[config.mk]
export PLATFORM = sky130hd
export DESIGN_NAME = g_subtractor32_seq
export DESIGN_NICKNAME = d
export VERILOG_FILES = /design/src/rtl/g_alu32_pkg.sv /design/src/rtl/g_slice_add4.sv /design/src/rtl/g_subtractor32_seq.sv
export SDC_FILE = /design/constraint.sdc
export NUM_CORES = 1
export LEC_CHECK = 0
export CAP_MARGIN = 15
export CORE_ASPECT_RATIO = 0.75
export CORE_MARGIN = 2
export CORE_UTILIZATION = 46
export DETAILED_ROUTE_END_ITERATION = 12
export GPL_TIMING_DRIVEN = 0
export PLACE_DENSITY = 0.75
export SETUP_SLACK_MARGIN = 0.05
export SLEW_MARGIN = 20
export SYNTH_ARGS = -nofsm -noshare
export SYNTH_HDL_FRONTEND = slang
export SYNTH_HIERARCHICAL = 1
export SYNTH_SLANG_ARGS = --single-unit
export TNS_END_PERCENT = 20
[constraint.sdc]
create_clock -name CLK -period 3.8 [get_ports CLK]
set_clock_uncertainty 0.2 [all_clocks]
set_input_delay 0.76 -clock CLK [delete_from_list [all_inputs] [get_ports CLK]]
set_output_delay 0.76 -clock CLK [all_outputs]
set_load 0.03 [all_outputs]
[src/rtl/g_alu32_pkg.sv]
// Shared definitions for the ALU32 datapath blocks.
//   WIDTH  : operand/result width
//   SLICE  : bits handled per clock by the sequential subtractor
//   NSLICE : number of slices per operand
//   KW     : width of the slice index counter
//   SW     : log2(SLICE), used to turn a slice index into a bit offset
//   state_t: control states of the sequential subtractor
package g_alu32_pkg;

    localparam int WIDTH  = 32;
    localparam int SLICE  = 4;
    localparam int NSLICE = WIDTH / SLICE;
    localparam int KW     = $clog2(NSLICE);
    localparam int SW     = $clog2(SLICE);

    localparam logic [KW-1:0] K_LAST = KW'(NSLICE - 1);

    typedef enum logic [1:0] {
        IDLE = 2'd0,
        RUN  = 2'd1,
        DONE = 2'd2
    } state_t;

endpackage

[src/rtl/g_slice_add4.sv]
// Combinational SLICE-bit ripple-carry adder used as the per-cycle
// arithmetic element of the sequential subtractor.
//   A, B : addends
//   CI   : carry in
//   S    : sum
//   CO   : carry out (top bit of the SLICE+1-bit internal sum)
module g_slice_add4
    import g_alu32_pkg::*;
(
    input  logic [SLICE-1:0] A,
    input  logic [SLICE-1:0] B,
    input  logic             CI,
    output logic [SLICE-1:0] S,
    output logic             CO
);

    logic [SLICE:0] carry;

    assign carry[0] = CI;

    generate
        for (genvar gi = 0; gi < SLICE; gi++) begin : g_bit
            assign S[gi]         = A[gi] ^ B[gi] ^ carry[gi];
            assign carry[gi + 1] = (A[gi] & B[gi]) | (carry[gi] & (A[gi] ^ B[gi]));
        end
    endgenerate

    assign CO = carry[SLICE];

endmodule

[src/rtl/g_subtractor32_seq.sv]
// Multi-cycle subtractor: Out = In1 - In2 - BI, computed SLICE bits per
// clock (least-significant slice first) as In1 + ~In2 + ~BI through a
// single reused slice adder.
//   CLK, Reset      : clock, synchronous active-high reset
//   Start, Enable   : request (accepted in IDLE only when Enable=1),
//                     advance qualifier (0 stalls RUN)
//   In1, In2, BI    : minuend, subtrahend, borrow in
//   Busy, Done      : operation in progress, one-cycle completion pulse
//   Out, BO         : registered difference, borrow out
//   Zero, Overflow  : Out == 0, signed overflow of the subtraction
module g_subtractor32_seq
    import g_alu32_pkg::*;
(
    input  logic             CLK,
    input  logic             Reset,
    input  logic             Start,
    input  logic             Enable,
    input  logic [WIDTH-1:0] In1,
    input  logic [WIDTH-1:0] In2,
    input  logic             BI,
    output logic             Busy,
    output logic             Done,
    output logic [WIDTH-1:0] Out,
    output logic             BO,
    output logic             Zero,
    output logic             Overflow
);

    state_t             state_reg, state_next;
    logic [WIDTH-1:0]   a_reg;        // latched minuend
    logic [WIDTH-1:0]   b_reg;        // latched, already inverted subtrahend
    logic [WIDTH-1:0]   res_reg;      // result shift register, fills from the top
    logic               carry_reg;    // only path for carry between cycles
    logic [KW-1:0]      k_reg;
    logic [WIDTH-1:0]   out_reg;
    logic               bo_reg;
    logic               zero_reg;
    logic               overflow_reg;

    logic [KW+SW-1:0]   slice_base;
    logic [SLICE-1:0]   slice_a;
    logic [SLICE-1:0]   slice_b;
    logic [SLICE-1:0]   slice_s;
    logic               slice_co;
    logic [WIDTH-1:0]   res_next;
    logic               accept;
    logic               last_slice;

    assign slice_base = {k_reg, {SW{1'b0}}};
    assign slice_a    = a_reg[slice_base +: SLICE];
    assign slice_b    = b_reg[slice_base +: SLICE];

    g_slice_add4 u_slice (
        .A  (slice_a),
        .B  (slice_b),
        .CI (carry_reg),
        .S  (slice_s),
        .CO (slice_co)
    );

    // New slice enters at the top; after NSLICE shifts slice 0 sits at bit 0.
    assign res_next   = {slice_s, res_reg[WIDTH-1:SLICE]};
    assign accept     = (state_reg == IDLE) && Start && Enable;
    assign last_slice = (state_reg == RUN) && Enable && (k_reg == K_LAST);

    always_ff @(posedge CLK) begin
        if (Reset) begin
            state_reg <= IDLE;
        end else begin
            state_reg <= state_next;
        end
    end

    always_comb begin
        state_next = state_reg;
        Busy       = 1'b0;
        Done       = 1'b0;
        case (state_reg)
            IDLE: begin
                if (Start && Enable) begin
                    state_next = RUN;
                end
            end
            RUN: begin
                Busy = 1'b1;
                if (Enable && (k_reg == K_LAST)) begin
                    state_next = DONE;
                end
            end
            DONE: begin
                Busy       = 1'b1;
                Done       = 1'b1;
                state_next = IDLE;
            end
            default: begin
                state_next = IDLE;
            end
        endcase
    end

    // The result registers are loaded on the clock edge that enters DONE,
    // so Out/BO/Zero/Overflow are already valid during the Done pulse and
    // then hold until the next completing operation.
    always_ff @(posedge CLK) begin
        if (Reset) begin
            a_reg        <= '0;
            b_reg        <= '0;
            res_reg      <= '0;
            carry_reg    <= 1'b0;
            k_reg        <= '0;
            out_reg      <= '0;
            bo_reg       <= 1'b0;
            zero_reg     <= 1'b0;
            overflow_reg <= 1'b0;
        end else begin
            if (accept) begin
                a_reg     <= In1;
                b_reg     <= ~In2;
                carry_reg <= ~BI;
                k_reg     <= '0;
            end
            if ((state_reg == RUN) && Enable) begin
                res_reg   <= res_next;
                carry_reg <= slice_co;
                k_reg     <= k_reg + KW'(1);
            end
            if (last_slice) begin
                out_reg      <= res_next;
                bo_reg       <= ~slice_co;
                zero_reg     <= (res_next == '0);
                // b_reg holds ~In2, so In2's sign is ~b_reg[WIDTH-1].
                overflow_reg <= (a_reg[WIDTH-1] != ~b_reg[WIDTH-1]) &&
                                (res_next[WIDTH-1] != a_reg[WIDTH-1]);
            end
        end
    end

    assign Out      = out_reg;
    assign BO       = bo_reg;
    assign Zero     = zero_reg;
    assign Overflow = overflow_reg;

endmodule
## Word level (Yosys, flattened, before mapping)

Cells that the tools add are included.

- Bits in registers: 137
- Bits of input ports: 69
- Output and inout port bits: 37
- Word-level logic and storage cells: 65

- Add/subtract/negate cells: 1
- Equality and inequality tests: 7
- Shifts and indexed selects: 2
- Mux-type cells: 9
- Bitwise operators: 24
- Reduce and logical (&&, ||, !) cells: 12

Operator list:

| cell | number |
|---|---|
| indexed part select 32 x 6 -> 4 bit | 2 |
| logical NOT 32 bit | 1 |
| inverter 32 bit | 1 |
| bitwise AND 1 bit | 8 |
| bitwise XOR 1 bit | 8 |
| logical AND 1 bit | 7 |
| 2-to-1 mux 3 bit | 2 |
| 2-to-1 mux 1 bit | 4 |
| 2-to-1 mux 2 bit | 2 |
| bitwise OR 1 bit | 4 |
| one-hot mux 2 bit (2 select lines) | 1 |
| adder 3 x 1 -> 3 bit (second input constant) | 1 |
| equality test 3 bit (second input constant) | 1 |
| inverter 1 bit | 3 |
| equality test 2 x 1 -> 1 bit (second input constant) | 1 |
| equality test 2 bit (second input constant) | 1 |
| logical NOT 2 bit | 1 |
| != test 1 bit | 2 |
| != test 2 x 1 -> 1 bit (second input constant) | 1 |
| != test 2 bit (second input constant) | 1 |
| AND reduction 2 bit | 1 |
| nonzero test 2 bit | 1 |
| OR reduction 2 bit | 1 |

## Logic depth before layout (Yosys ltp)

- Depth in word-level cells: 11
- Depth in mapped cells: 16
- Depth with buffers taken out: 14

## Cells and area by module

The synthesis kept the hierarchy.

Modules (own cells, without submodules):

| module | instances | cells each | area an instance (um^2) | seq. area each (um^2) |
|---|---|---|---|---|
| g_subtractor32_seq | 1 | 601 | 5,182.5 | 2,662.6 |
| g_slice_add4 | 1 | 14 | 117.6 | 0.0 |

## Worst setup path before layout

No wires, ideal clock.

- Kind: reg-to-reg
- Start point: register k_reg[0]
- End point: register zero_reg, in the netlist Zero
- Setup time: 84 ps
- Data arrival time: 3,714 ps
- Data required time: 3,516 ps
- Setup slack: -199 ps
- Cell stages (with the launch flop): 17
- Buffers on the path: 2
- Period minus slack after synthesis: 3,999 ps
- Path through: dfxtp_1 -> buf_4 -> buf_6 -> mux4_2 -> mux2_2 -> fa_1 -> inv_1 -> fa_1 -> inv_1 -> fa_1 -> inv_1 -> fa_1 -> inv_1 -> nor4_1 -> nand4_1 -> or4_1 -> o31ai_2

- Cells in the longest elaborated chain, start to end: 10
- Elaborated cells on any way between the ends: 22
- Those cells by class: eq/ne (1); shift (2); bitwise (17); reduce/logical (2)

Ends and longest elaborated chain:

| what | RTL line | source |
|---|---|---|
| start, declared | g_subtractor32_seq.sv:34 | `logic [KW-1:0] k_reg;` |
| start signal, assigned | g_subtractor32_seq.sv:125 | `k_reg <= k_reg + KW'(1);` |
| indexed part select 32 x 6 -> 4 bit (*) | g_subtractor32_seq.sv:50 | `assign slice_a = a_reg[slice_base +: SLICE];` |
| net slice_a[0] | g_subtractor32_seq.sv:41 | `logic [SLICE-1:0] slice_a;` |
| bitwise XOR 1 bit | g_slice_add4.sv:24 | `assign carry[gi + 1] = (A[gi] & B[gi]) \| (carry[gi] & (A[gi] ^ B[gi]));` |
| bitwise AND 1 bit | g_slice_add4.sv:24 |  |
| bitwise OR 1 bit (*) | g_slice_add4.sv:24 |  |
| bitwise AND 1 bit (*) | g_slice_add4.sv:24 |  |
| bitwise OR 1 bit (*) | g_slice_add4.sv:24 |  |
| bitwise AND 1 bit (*) | g_slice_add4.sv:24 |  |
| bitwise OR 1 bit (*) | g_slice_add4.sv:24 |  |
| bitwise XOR 1 bit (*) | g_slice_add4.sv:23 | `assign S[gi] = A[gi] ^ B[gi] ^ carry[gi];` |
| net slice_s[3] | g_subtractor32_seq.sv:43 | `logic [SLICE-1:0] slice_s;` |
| logical NOT 32 bit (*) | g_subtractor32_seq.sv:130 | `zero_reg <= (res_next == '0);` |
| end signal, assigned | g_subtractor32_seq.sv:130 |  |
| end, declared | g_subtractor32_seq.sv:37 | `logic zero_reg;` |

Mark *: on every way through the listed nets, which the timed path passes. The rest lies on a longest branch.
A chain may end at the register's enable or synchronous reset.

## Worst setup path in the final report

- Start point: register k_reg[0]
- End point: register overflow_reg, in the netlist Overflow

- Cells in the longest elaborated chain, start to end: 11
- Elaborated cells on any way between the ends: 20
- Those cells by class: eq/ne (2); shift (2); bitwise (14); reduce/logical (2)

Ends and longest elaborated chain:

| what | RTL line | source |
|---|---|---|
| indexed part select 32 x 6 -> 4 bit (*) | g_subtractor32_seq.sv:51 | `assign slice_b = b_reg[slice_base +: SLICE];` |
| net slice_b[0] | g_subtractor32_seq.sv:42 | `logic [SLICE-1:0] slice_b;` |
| bitwise XOR 1 bit | g_slice_add4.sv:24 |  |
| bitwise AND 1 bit | g_slice_add4.sv:24 |  |
| bitwise OR 1 bit (*) | g_slice_add4.sv:24 |  |
| bitwise AND 1 bit (*) | g_slice_add4.sv:24 |  |
| bitwise OR 1 bit (*) | g_slice_add4.sv:24 |  |
| bitwise AND 1 bit (*) | g_slice_add4.sv:24 |  |
| bitwise OR 1 bit (*) | g_slice_add4.sv:24 |  |
| bitwise XOR 1 bit (*) | g_slice_add4.sv:23 |  |
| net slice_s[3] | g_subtractor32_seq.sv:43 |  |
| != test 1 bit (*) | g_subtractor32_seq.sv:133 | `(res_next[WIDTH-1] != a_reg[WIDTH-1]);` |
| logical AND 1 bit (*) | g_subtractor32_seq.sv:132 | `overflow_reg <= (a_reg[WIDTH-1] != ~b_reg[WIDTH-1]) &&` |
| end signal, assigned | g_subtractor32_seq.sv:132 |  |
| end, declared | g_subtractor32_seq.sv:38 | `logic overflow_reg;` |

Marked as above.

==> qor_table.md <==
| Stage | Item | This run |
|:---|:---|:---|
| timing | Hold Vio Cnt, Final | 0 |
| yosys | Most used DFF post-synth | dfxtp_1 |
| detailed routing | Via Count | 4795 |
| timing | Final max-slew violation count | 0 |
| yosys | Area share of the leading cell type in the synthesized netlist | 50.24% |
| floorplanning | Ports | 106 |
| timing | Post-route setup slack | -0.1202 ns |
| placed design | Placer congestion estimate | 0.8202 |
| clock network | Root Buffer | clkbuf_16 |
| layout | Antenna cell count | 0 |
| critical path | CP max stage delay | 0.50 ns |
| grt | Maximum number of pins on one net before global-route repair | 17 |
| detailed routing | Wire length after detailed routing | 14390 um |
| job | Max-capacitance violation count | 0 |
| power | Worst VDD drop | 381.8 uV |
| power | Total chip power | 0.003458 W |
| placed design | HPWL after detailed placement | 10250 um |
| timing | Final number of setup-violating endpoints | 2 |
| yosys | Mean instance size in the synthesized netlist | 8.618 sq um |
| layout | Synthesis-to-layout area growth | 36.87% |
| clock network | Clock transition at the registers of the reported paths | 0.05 ns |
| critical path | Worst path top cell family by delay | adder cells |
| floorplanning | Starting density of the core | 47.90% |
| floorplanning | Chip Width | 127.9 um |
| yosys | Count of different cell masters after synthesis | 30 |
| critical path | Worst-path fanout max | 6 |
| clock network | Insertion delay of the later-clocked pin in the worst-skew pair | 0.42 ns |
| outcome | Violations in the final reports | setup timing |
| yosys | Number of instances in the synthesized netlist | 615 |
| floorplanning | Die area | 0.01241 sq mm |
| timing | Ratio of final minimum period to clock period | 103.2% |
| yosys | Register area share after synthesis | 50.24% |
| layout | Total Nets Final | 824 |
| yosys | Warnings, synthesis | 6 |
| layout | Layout cell share with drive strength beyond 1 | 11.21% |
| yosys | Combined area of all synthesized cells | 0.005300 sq mm |
| yosys | Share of async-settable or async-resettable flops after synthesis | 0% |
| critical path | Worst-path cell with the longest stage delay | mux4_2 |
| grt | Wire length of the first global-routing pass | 23490 um |
| yosys | Main area contributors after synthesis | dfxtp_1 (50%), nand2_1 (14%), a21oi_1 (9.3%), mux4_2 (6.8%), a211oi_1 (4.7%) |
| clock network | Number of buffers created by CTS | 17 |
| critical path | CP Data Arrival Time | 4.05 ns |
| yosys | Post-synthesis net count | 694 |
| critical path | Crit-path cells | buf_12 > buf_12 > mux4_2 > mux2_4 > fa_2 > inv_2 > fa_2 > inv_2 > fa_2 > inv_2 > fa_1 > inv_2 > or3b_4 > a311oi_2 |
| detailed routing | DRC violation count after routing | 0 |
| grt | Total global-route track usage | 24.20% |
| grt | Via count of the first global-routing pass | 4832 |
| critical path | Critical path class | flop to flop |
| critical path | Startpoint kind of the worst setup timing path | flop |
| power | LEAKAGE | 2.531 nW |
| timing | Final worst path period need | 3.920 ns |
| detailed routing | Antenna violation net count after detailed routing | 0 |
| clock network | Sink count of the clock tree | 133 |
| hold path | Type of the most critical hold path | flop to flop |
| placed design | Port Buffer Count | 104 |
| yosys | Register bit total from synthesis | 133 |
| critical path | Bufs and invs on worst path | 6 |
| detailed routing | Wire length per cell after detailed routing | 16.02 um |
| timing | RSZ-0062 raised after global routing | true |
| critical path | Required time of the critical path | 3.93 ns |
| critical path | Crit path top cell by count | inv_2 |
| timing | Highest achievable clock rate | 255.1 MHz |
| detailed routing | Violation count after the first detailed-route iteration | 469 |
| clock network | Level count of the clock H-tree | 4 |
| yosys | Dominant cell type by area after synthesis | dfxtp_1 |
| outcome | Status | finished with violations |
| critical path | Kind of capture point of the worst setup path | flop |
| detailed routing | Iteration count of the initial detailed-routing pass | 6 |
| yosys | Number of enable-type register cells in the synthesized netlist | 0 |
| grt | GRT Residual Overflow | 0 |
| grt | Number of antenna violations at the first check in global routing | 0 |
| power | Power density of the placed cells | 476.7 mW/mm^2 |
| timing | Max-slew headroom | 58.29% |
| floorplanning | Core footprint | 0.01107 sq mm |
| floorplanning | Site row count | 33 |
| timing | Tightest Pin Transition | 0.6256 ns |
| clock network | Maximum clock insertion buffer count | 2 |
| clock network | CTS tree | done |
| floorplanning | DIE HEIGHT | 96.96 um |
| timing | Total Negative Setup Slacks | -0.1816 ns |
| detailed routing | Via density per instance | 5.340 |
[cells by family (layout without fill, tap and decap cells)]
kind of cell	Yosys count	count (layout)	synth area share, %
compound gates	136	136	14.73
fa+ha+maj	10	10	2.927
buf+inv	61	204	4.745
flops	133	133	50.24
mux	25	25	8.688
simple gates	250	250	18.67
[layout by cell type (no fill, tap or decap), types with 3 or more instances in the layout]
cell type / instances
clkbuf_16: 17
nand3_1: 4
fa_2: 3
nor4_1: 4
ha_1: 6
clkdlybuf4s50_1: 104
clkinv_2: 4
a211oi_1: 33
nor2_1: 39
nand2_1: 191
inv_1: 9
dfxtp_1: 132
clkbuf_1: 39
inv_2: 4
bufinv_16: 3
mux4_2: 16
a21oi_1: 98
buf_2: 8
mux2_2: 6
clkbuf_8: 3
buf_4: 6
[tightest hold or removal path, stage by stage (launching register included)]
cell	delay [ns]
dfxtp_1	0.30
nand2_1	0.05
a21oi_1	0.05
[cells in the mapped netlist (2+ instances only)]
library cell  number
dfxtp_1          133
ha_1               6
fa_1               4
or4_1              2
and3_1             2
a21oi_1           98
mux2_2             8
inv_1             13
nor4_1             6
nand3_1            4
buf_2              9
nor2_1            39
nand2_1          191
mux4_2            16
nand3b_1           2
clkbuf_1          36
a211oi_1          33
[report_power, final]
group / total, W / leakage [nW] / switching (W) / internal, W
clock: 0.00164 / 0.291 / 0.000580 / 0.00106
sequential: 0.00147 / 1.08 / 0.0000286 / 0.00145
combinational: 0.000342 / 1.16 / 0.000173 / 0.000169
[worst paths after layout]
kind         slack, ns  depth (start not counted)        to     start
max              -0.12                         14  Overflow  k_reg[0]
max reg2reg      -0.12                         14  Overflow  k_reg[0]
min               0.25                          2   Out[15]   Out[15]
min reg2reg       0.25                          2   Out[15]   Out[15]
[through the flow]
stage	utilization, %	hold slack [ns]	setup slack (ns)	instances	cell area [sq um]
3_5_place_dp	59.17	0.2463	-0.2784	859	6548
5_1_grt	65.56	0.2727	-0.2206	898	7254
4_1_cts	65.33	0.2541	-0.1109	898	7229
6_report	65.56	0.2528	-0.1202	898	7254
3_3_place_gp	59.17	0.2408	-0.2554	859	6548
2_1_floorplan	-	0.2331	0.02936	615	5331
[per-layer routing]
| layer | track usage, % | up-vias | share of wire, % | wire, um |
|---|---|---|---|---|
| met3 | 7.412 | 16 | 7.0 | 1010 |
| met4 | 6.678 | 0 | 1.0 | 146 |
| met5 | 0 | - | 0 | 0 |
| li1 | - | 2343 | - | - |
| met2 | 38.01 | 173 | 47 | 6783 |
| met1 | 32.43 | 2263 | 45 | 6447 |
[layout make-up]
cell class                      instances  area (sq um)
Fill cell                             861          3811
Clock buffer                           23         467.9
Inverter                               13         48.80
Tap cell                              140         175.2
Sequential cell                       133          2664
Timing Repair Buffer                  111          1101
Buffer                                 48         236.5
Multi-Input combinational cell        421          2435
Clock inverter                          9         126.4
[what timing repair did]
item / CTS / global route
setup endpoints to repair: 2 / 2
buffers inserted: 7 / 0
pin swaps: 0 / 1
resized for setup: 9 / 4
hold buffers: 0 / 0
Power figures use the tool's default switching activity.
